==> src/rtl/tug_of_war_ctrl_pkg.sv <==
`default_nettype none
// ============================================================================
//  Module      : tug_of_war_ctrl_pkg
//  Description : Shared state encoding and score width for the tug-of-war
//                game controller.
//  Revision    : 1.0 - initial release
// ============================================================================
package tug_of_war_ctrl_pkg;

    localparam int c_SCORE_W = 3;

    typedef enum logic [1:0] {
        ST_PLAY       = 2'd0,
        ST_WIN_L      = 2'd1,
        ST_WIN_R      = 2'd2,
        ST_MATCH_OVER = 2'd3
    } state_t;

endpackage : tug_of_war_ctrl_pkg
`default_nettype wire

==> src/rtl/key_edge.sv <==
`default_nettype none
// ============================================================================
//  Module      : key_edge
//  Description : Rising-edge detector for a synchronized key level. The
//                previous-level register resets to 1 so a key held through
//                reset does not produce a pulse.
//  Revision    : 1.0 - initial release
// ============================================================================
module key_edge (
    input  logic Clock,
    input  logic Reset,
    input  logic level,
    output logic pulse
);

    logic r_prev;

    always_ff @(posedge Clock) begin
        if (Reset) begin
            r_prev <= 1'b1;
        end else begin
            r_prev <= level;
        end
    end

    assign pulse = level & ~r_prev;

endmodule : key_edge
`default_nettype wire

==> src/rtl/tug_of_war_ctrl.sv <==
`default_nettype none
// ============================================================================
//  Module      : tug_of_war_ctrl
//  Description : Game controller for a tug-of-war light row: key edge
//                detection, round win detection, score keeping, winner
//                display timing and match termination.
//  Revision    : 1.0 - initial release
// ============================================================================
module tug_of_war_ctrl
    import tug_of_war_ctrl_pkg::*;
#(
    parameter int NUM_LIGHTS  = 9,
    parameter int MAX_SCORE   = 7,
    parameter int HOLD_CYCLES = 4
) (
    input  logic                  Clock,
    input  logic                  Reset,
    input  logic                  L,
    input  logic                  R,
    input  logic [NUM_LIGHTS-1:0] lights,
    output logic                  Lp,
    output logic                  Rp,
    output logic                  next,
    output logic [c_SCORE_W-1:0]  leftScore,
    output logic [c_SCORE_W-1:0]  rightScore,
    output logic                  roundOver,
    output logic                  leftWins,
    output logic                  rightWins
);

    localparam int                   c_HOLD_W = (HOLD_CYCLES > 1) ? $clog2(HOLD_CYCLES) : 1;
    localparam logic [c_HOLD_W-1:0]  c_HOLD_LAST = c_HOLD_W'(HOLD_CYCLES - 1);
    localparam logic [c_SCORE_W-1:0] c_MAX = c_SCORE_W'(MAX_SCORE);

    state_t                r_state;
    state_t                w_state_nxt;
    logic [c_HOLD_W-1:0]   r_hold;
    logic [c_SCORE_W-1:0]  r_left_score;
    logic [c_SCORE_W-1:0]  r_right_score;
    logic                  w_l_raw;
    logic                  w_r_raw;
    logic                  w_win_l;
    logic                  w_win_r;
    logic                  w_hold_last;
    logic                  w_in_win;

    // Only the two end lights decide a round.
    logic w_unused_lights;
    assign w_unused_lights = ^lights;

    key_edge u_key_edge_l (
        .Clock (Clock),
        .Reset (Reset),
        .level (L),
        .pulse (w_l_raw)
    );

    key_edge u_key_edge_r (
        .Clock (Clock),
        .Reset (Reset),
        .level (R),
        .pulse (w_r_raw)
    );

    assign w_hold_last = (r_hold == c_HOLD_LAST);
    assign w_in_win    = (r_state == ST_WIN_L) || (r_state == ST_WIN_R);

    always_comb begin
        w_state_nxt = r_state;
        Lp          = 1'b0;
        Rp          = 1'b0;
        next        = 1'b0;
        roundOver   = 1'b0;
        w_win_l     = 1'b0;
        w_win_r     = 1'b0;
        unique case (r_state)
            ST_PLAY: begin
                Lp = w_l_raw;
                Rp = w_r_raw;
                if (w_l_raw && !w_r_raw && lights[NUM_LIGHTS-1]) begin
                    w_win_l     = 1'b1;
                    w_state_nxt = ST_WIN_L;
                end else if (w_r_raw && !w_l_raw && lights[0]) begin
                    w_win_r     = 1'b1;
                    w_state_nxt = ST_WIN_R;
                end
            end
            ST_WIN_L: begin
                roundOver = 1'b1;
                if (w_hold_last) begin
                    // Light cells reset themselves, so no restart pulse under Reset.
                    next        = ~Reset;
                    w_state_nxt = (r_left_score == c_MAX) ? ST_MATCH_OVER : ST_PLAY;
                end
            end
            ST_WIN_R: begin
                roundOver = 1'b1;
                if (w_hold_last) begin
                    next        = ~Reset;
                    w_state_nxt = (r_right_score == c_MAX) ? ST_MATCH_OVER : ST_PLAY;
                end
            end
            ST_MATCH_OVER: begin
                w_state_nxt = ST_MATCH_OVER;
            end
            default: begin
                w_state_nxt = ST_PLAY;
            end
        endcase
    end

    always_ff @(posedge Clock) begin
        if (Reset) begin
            r_state       <= ST_PLAY;
            r_hold        <= '0;
            r_left_score  <= '0;
            r_right_score <= '0;
        end else begin
            r_state <= w_state_nxt;
            if (w_win_l || w_win_r) begin
                r_hold <= '0;
            end else if (w_in_win && !w_hold_last) begin
                r_hold <= r_hold + c_HOLD_W'(1);
            end
            if (w_win_l && (r_left_score != c_MAX)) begin
                r_left_score <= r_left_score + c_SCORE_W'(1);
            end
            if (w_win_r && (r_right_score != c_MAX)) begin
                r_right_score <= r_right_score + c_SCORE_W'(1);
            end
        end
    end

    assign leftScore  = r_left_score;
    assign rightScore = r_right_score;
    assign leftWins   = (r_state == ST_MATCH_OVER) && (r_left_score == c_MAX);
    assign rightWins  = (r_state == ST_MATCH_OVER) && (r_right_score == c_MAX);

endmodule : tug_of_war_ctrl
`default_nettype wire

==> config.mk <==
export PLATFORM = sky130hd
export DESIGN_NAME = tug_of_war_ctrl
export DESIGN_NICKNAME = d
export VERILOG_FILES = /design/src/rtl/tug_of_war_ctrl_pkg.sv /design/src/rtl/key_edge.sv /design/src/rtl/tug_of_war_ctrl.sv
export SDC_FILE = /design/constraint.sdc
export NUM_CORES = 1
export LEC_CHECK = 0
export CAP_MARGIN = 15
export CORE_MARGIN = 1
export CORE_UTILIZATION = 40
export DETAILED_ROUTE_END_ITERATION = 10
export PLACE_DENSITY_LB_ADDON = 0.15
export REMOVE_ABC_BUFFERS = 1
export SLEW_MARGIN = 20
export SYNTH_ARGS = -nofsm -noshare
export SYNTH_HDL_FRONTEND = slang
export SYNTH_SLANG_ARGS = --single-unit
==> constraint.sdc <==
create_clock -name Clock -period 2.1 [get_ports Clock]
set_clock_uncertainty 0.05 [all_clocks]
set_input_delay 0.63 -clock Clock [delete_from_list [all_inputs] [get_ports Clock]]
set_output_delay 0.63 -clock Clock [all_outputs]
set_load 0.05 [all_outputs]
==> results.toml, run 1 <==
[yosys]
synth.most_common_cell = "dfxtp_1"
ys.flop_type = "dfxtp_1"
synth_top_area_cell = "dfxtp_1"
synthAdderAreaFrac_pct = 17.5
ys_types = 25
synthSimpleGateAreaFrac_pct = 25.3
synth_commonest_cells = "dfxtp_1 (12), nor2_1 (11), ha_1 (10)"
synthesis.instances = 73
syn_area_per_cell_um2 = 9.80
yosysWarningCount = 0
yosysSeqAreaShare_pct = 33.6
syn_area_um2 = 716
synthMuxAreaShare_pct = 9.97
synthArstFlopShare_pct = 0
ys_seq_elements = 12
synth_edf_count = 0
yosys.area.top_type_share_pct = 33.6
synth_xor_xnor_area_share_pct = 3.67
synth_top_family_by_area = "simple AND/OR/NAND/NOR gates"
synth-compound-area-share_pct = 7.34
synth.area.top_cells = "dfxtp_1 (34%), ha_1 (17%), mux2i_1 (8.4%), nor2_1 (5.8%), a211oi_1 (3.1%)"

[setup_path]
startpoint_type = "input pin"
path_depth = 3
cp_slowest_cell = "clkdlybuf4s50_1"
worstPathMaxFanout = 2
critPathKind = "input pin to primary output"
worstRegToRegCells = 6
crit_family = "buffers and inverters"
end_kind = "primary output"
reg2reg_from = "rightScore[0]"
reg2reg_to = "r_state[0]"
critPathMaxStageDelay_ps = 450
required_ps = 1420
crit_chain = "clkdlybuf4s50_1, nor2_2, buf_12"
timing.critical_path.buf_inv = 2
cp.arrival_ps = 1390
r2r_setup_slack_ps = 400

[final_layout]
area_growth_pct = 47.7
fillers = 142
final_cell_count_no_fill = 123
drive_above_1_share_pct = 35.4
multi_input_area_um2 = 479
seq_area_um2 = 245
nets = 124
antenna_cells = 0
design_area_mm2 = 0.00106

[sta]
setup-violations-final = 0
max_slew_margin_pct = 76.4
setup_ws_ps = 28.6
drv_slew = 0
finalHoldViolations = 0
worst_slew_pin_slew_ps = 351
finalCritPeriodShare_pct = 98.6
rsz0062_at_grt = "yes"
period_minus_slack_ps = 2070
whs_ps = 473
fmax_mhz = 483

[place]
io_buffers = 17
place_ws_ps = -202
place_area_mm2 = 0.00100
place_hpwl_um = 1120
placedCellCount = 119
globalplace.congestion = 0.750

[floorplan]
start_util_pct = 44.9
core-area_mm2 = 0.00159
die_x_um = 44.3
io-pin-count = 25
design.die.area_mm2 = 0.00196
placementRows = 14
die_y_um = 44.3

[clocking]
clk_pin_slew_ps = 70
clk_path_buf_depth = 2
cts_buffers = 3
htreeDepth = 1
tritoncts = "yes"
clk_latency_ps = 280
clock-root-buffer = "clkbuf_4"
numClockSinks = 12

[min_path]
worstHoldStart = "leftScore[0]"
min_delay_path_depth = 2
holdPathEnd = "leftScore[0]"
hold_class = "flip-flop to flip-flop"

[pwr]
seqPwrFrac_pct = 32.4
power_density_mw_per_mm2 = 827
finalPower_mw = 0.874
p_switching_mw = 0.323
leakagePower_nw = 0.496
peakVddDrop_uv = 441
pwr-share-clk_pct = 16.4
combPwrFrac_pct = 51.2
p_int_mw = 0.551
switching_share_pct = 37.0

[routing]
drtIter0Drc = 2
drtAntennaViolNets = 0
drt_wl_total_um = 1460
firstDrtPassIters = 2
wl_per_cell_um = 11.8
via_per_inst = 4.83
vias = 594
drcViolationCount = 0

[outcome]
status = "finished, final reports clean"

[grt]
grt_max_degree = 14
grt-ovfl-total = 0
grt_usage_pct = 18.3
antenna_found_initial = 0
grt_pass1_vias = 556
grt_pass1_wl_um = 2540

[flow_run]
cap_violations = 0
-- metal layers --
layer | routed length [um] | GRT usage [%]
met1 | 667 | 24.6
met5 | 0 | 0
met2 | 710 | 26.8
met4 | 34 | 10.9
met3 | 44 | 3.67
-- per-stage QoR --
step / TNS, ps / util (%)
after detailed placement: -605 / 62.9
final: 0 / 66.3
after floorplan: -491 / -
after CTS: 0 / 65.9
after global routing: -12.1 / 66.3
after global placement: -532 / 62.9
-- sequential cells by signal (all words and copies together), names as in the netlist --
name and cells:
u_key_edge_l.r_prev 1, r_state 2, r_hold 2, u_key_edge_r.r_prev 1, rightScore 3, leftScore 3
-- final cells by class --
cell class,instances,share of cell area [%]
sequential,12,23.2
timing repair buffer,24,25.1
inverter,4,1.42
clock buffer,3,2.13
multi-input combinational,56,45.3
tap,24,2.84
-- power by group through the flow --
stage / Sequential (mW) / Combinational (mW) / Clock [mW]
2_1_floorplan: 0.287 / 0.255 / 0
3_3_place_gp: 0.281 / 0.409 / 0
3_5_place_dp: 0.284 / 0.415 / 0
4_1_cts: 0.280 / 0.451 / 0.148
5_1_grt: 0.288 / 0.487 / 0.155
6_report: 0.283 / 0.448 / 0.143
-- kinds of logic after synthesis --
family                     Yosys count
adders and majority gates           10
DFF                                 12
AOI/OAI and AO/OA                    7
xor gates and xnor gates             3
and+or+nand+nor                     29
buffers and inverters                5
muxes                                7
-- worst reg2reg max path, cell delays in order, from the launching register on --
cell and delay [ps]:
dfxtp_1 330, ha_1 200, ha_1 240, a211oi_1 230
a21oi_1 110, a21boi_0 130, mux2_1 300
-- worst max-delay path by stage --
stage	startpoint	to	slack, ps
finish	Reset	next	30
global route	r_state[1]	next	-10
CTS	rightScore[0]	rightWins	10
detailed placement	R	Rp	-200
global placement	R	Rp	-190
floorplan	r_state[1]	next	-330
-- repair_timing --
action / 4_1_cts / 5_1_grt
endpoints found under the setup margin: 3 / 3
hold buffers: 0 / 0
resized for setup: 7 / 4
buffers inserted: 1 / 0
-- layout by cell type, fill, tap and decap left out, types with 3 or more instances in the layout --
cell             Yosys  routed
mux2i_1              6       6
nor2_1              11       9
nand2_1              3       3
or2_1                3       3
buf_12               0       6
clkbuf_4             0       3
dfxtp_1             12      10
a211oi_1             3       3
buf_4                0      13
ha_1                10       9
clkdlybuf4s50_1      0       3
Note: power is estimated with default switching activity, not from simulation.
==> inputs of run 2 (changes only) <==
--- a/config.mk
+++ b/config.mk
@@ -11,7 +11,6 @@
 export DETAILED_ROUTE_END_ITERATION = 10
 export PLACE_DENSITY_LB_ADDON = 0.15
 export REMOVE_ABC_BUFFERS = 1
-export SLEW_MARGIN = 20
 export SYNTH_ARGS = -nofsm -noshare
 export SYNTH_HDL_FRONTEND = slang
 export SYNTH_SLANG_ARGS = --single-unit
==> results of run 2 <==
Same layout as run 1: the final DEF is identical, and so are final timing and power.
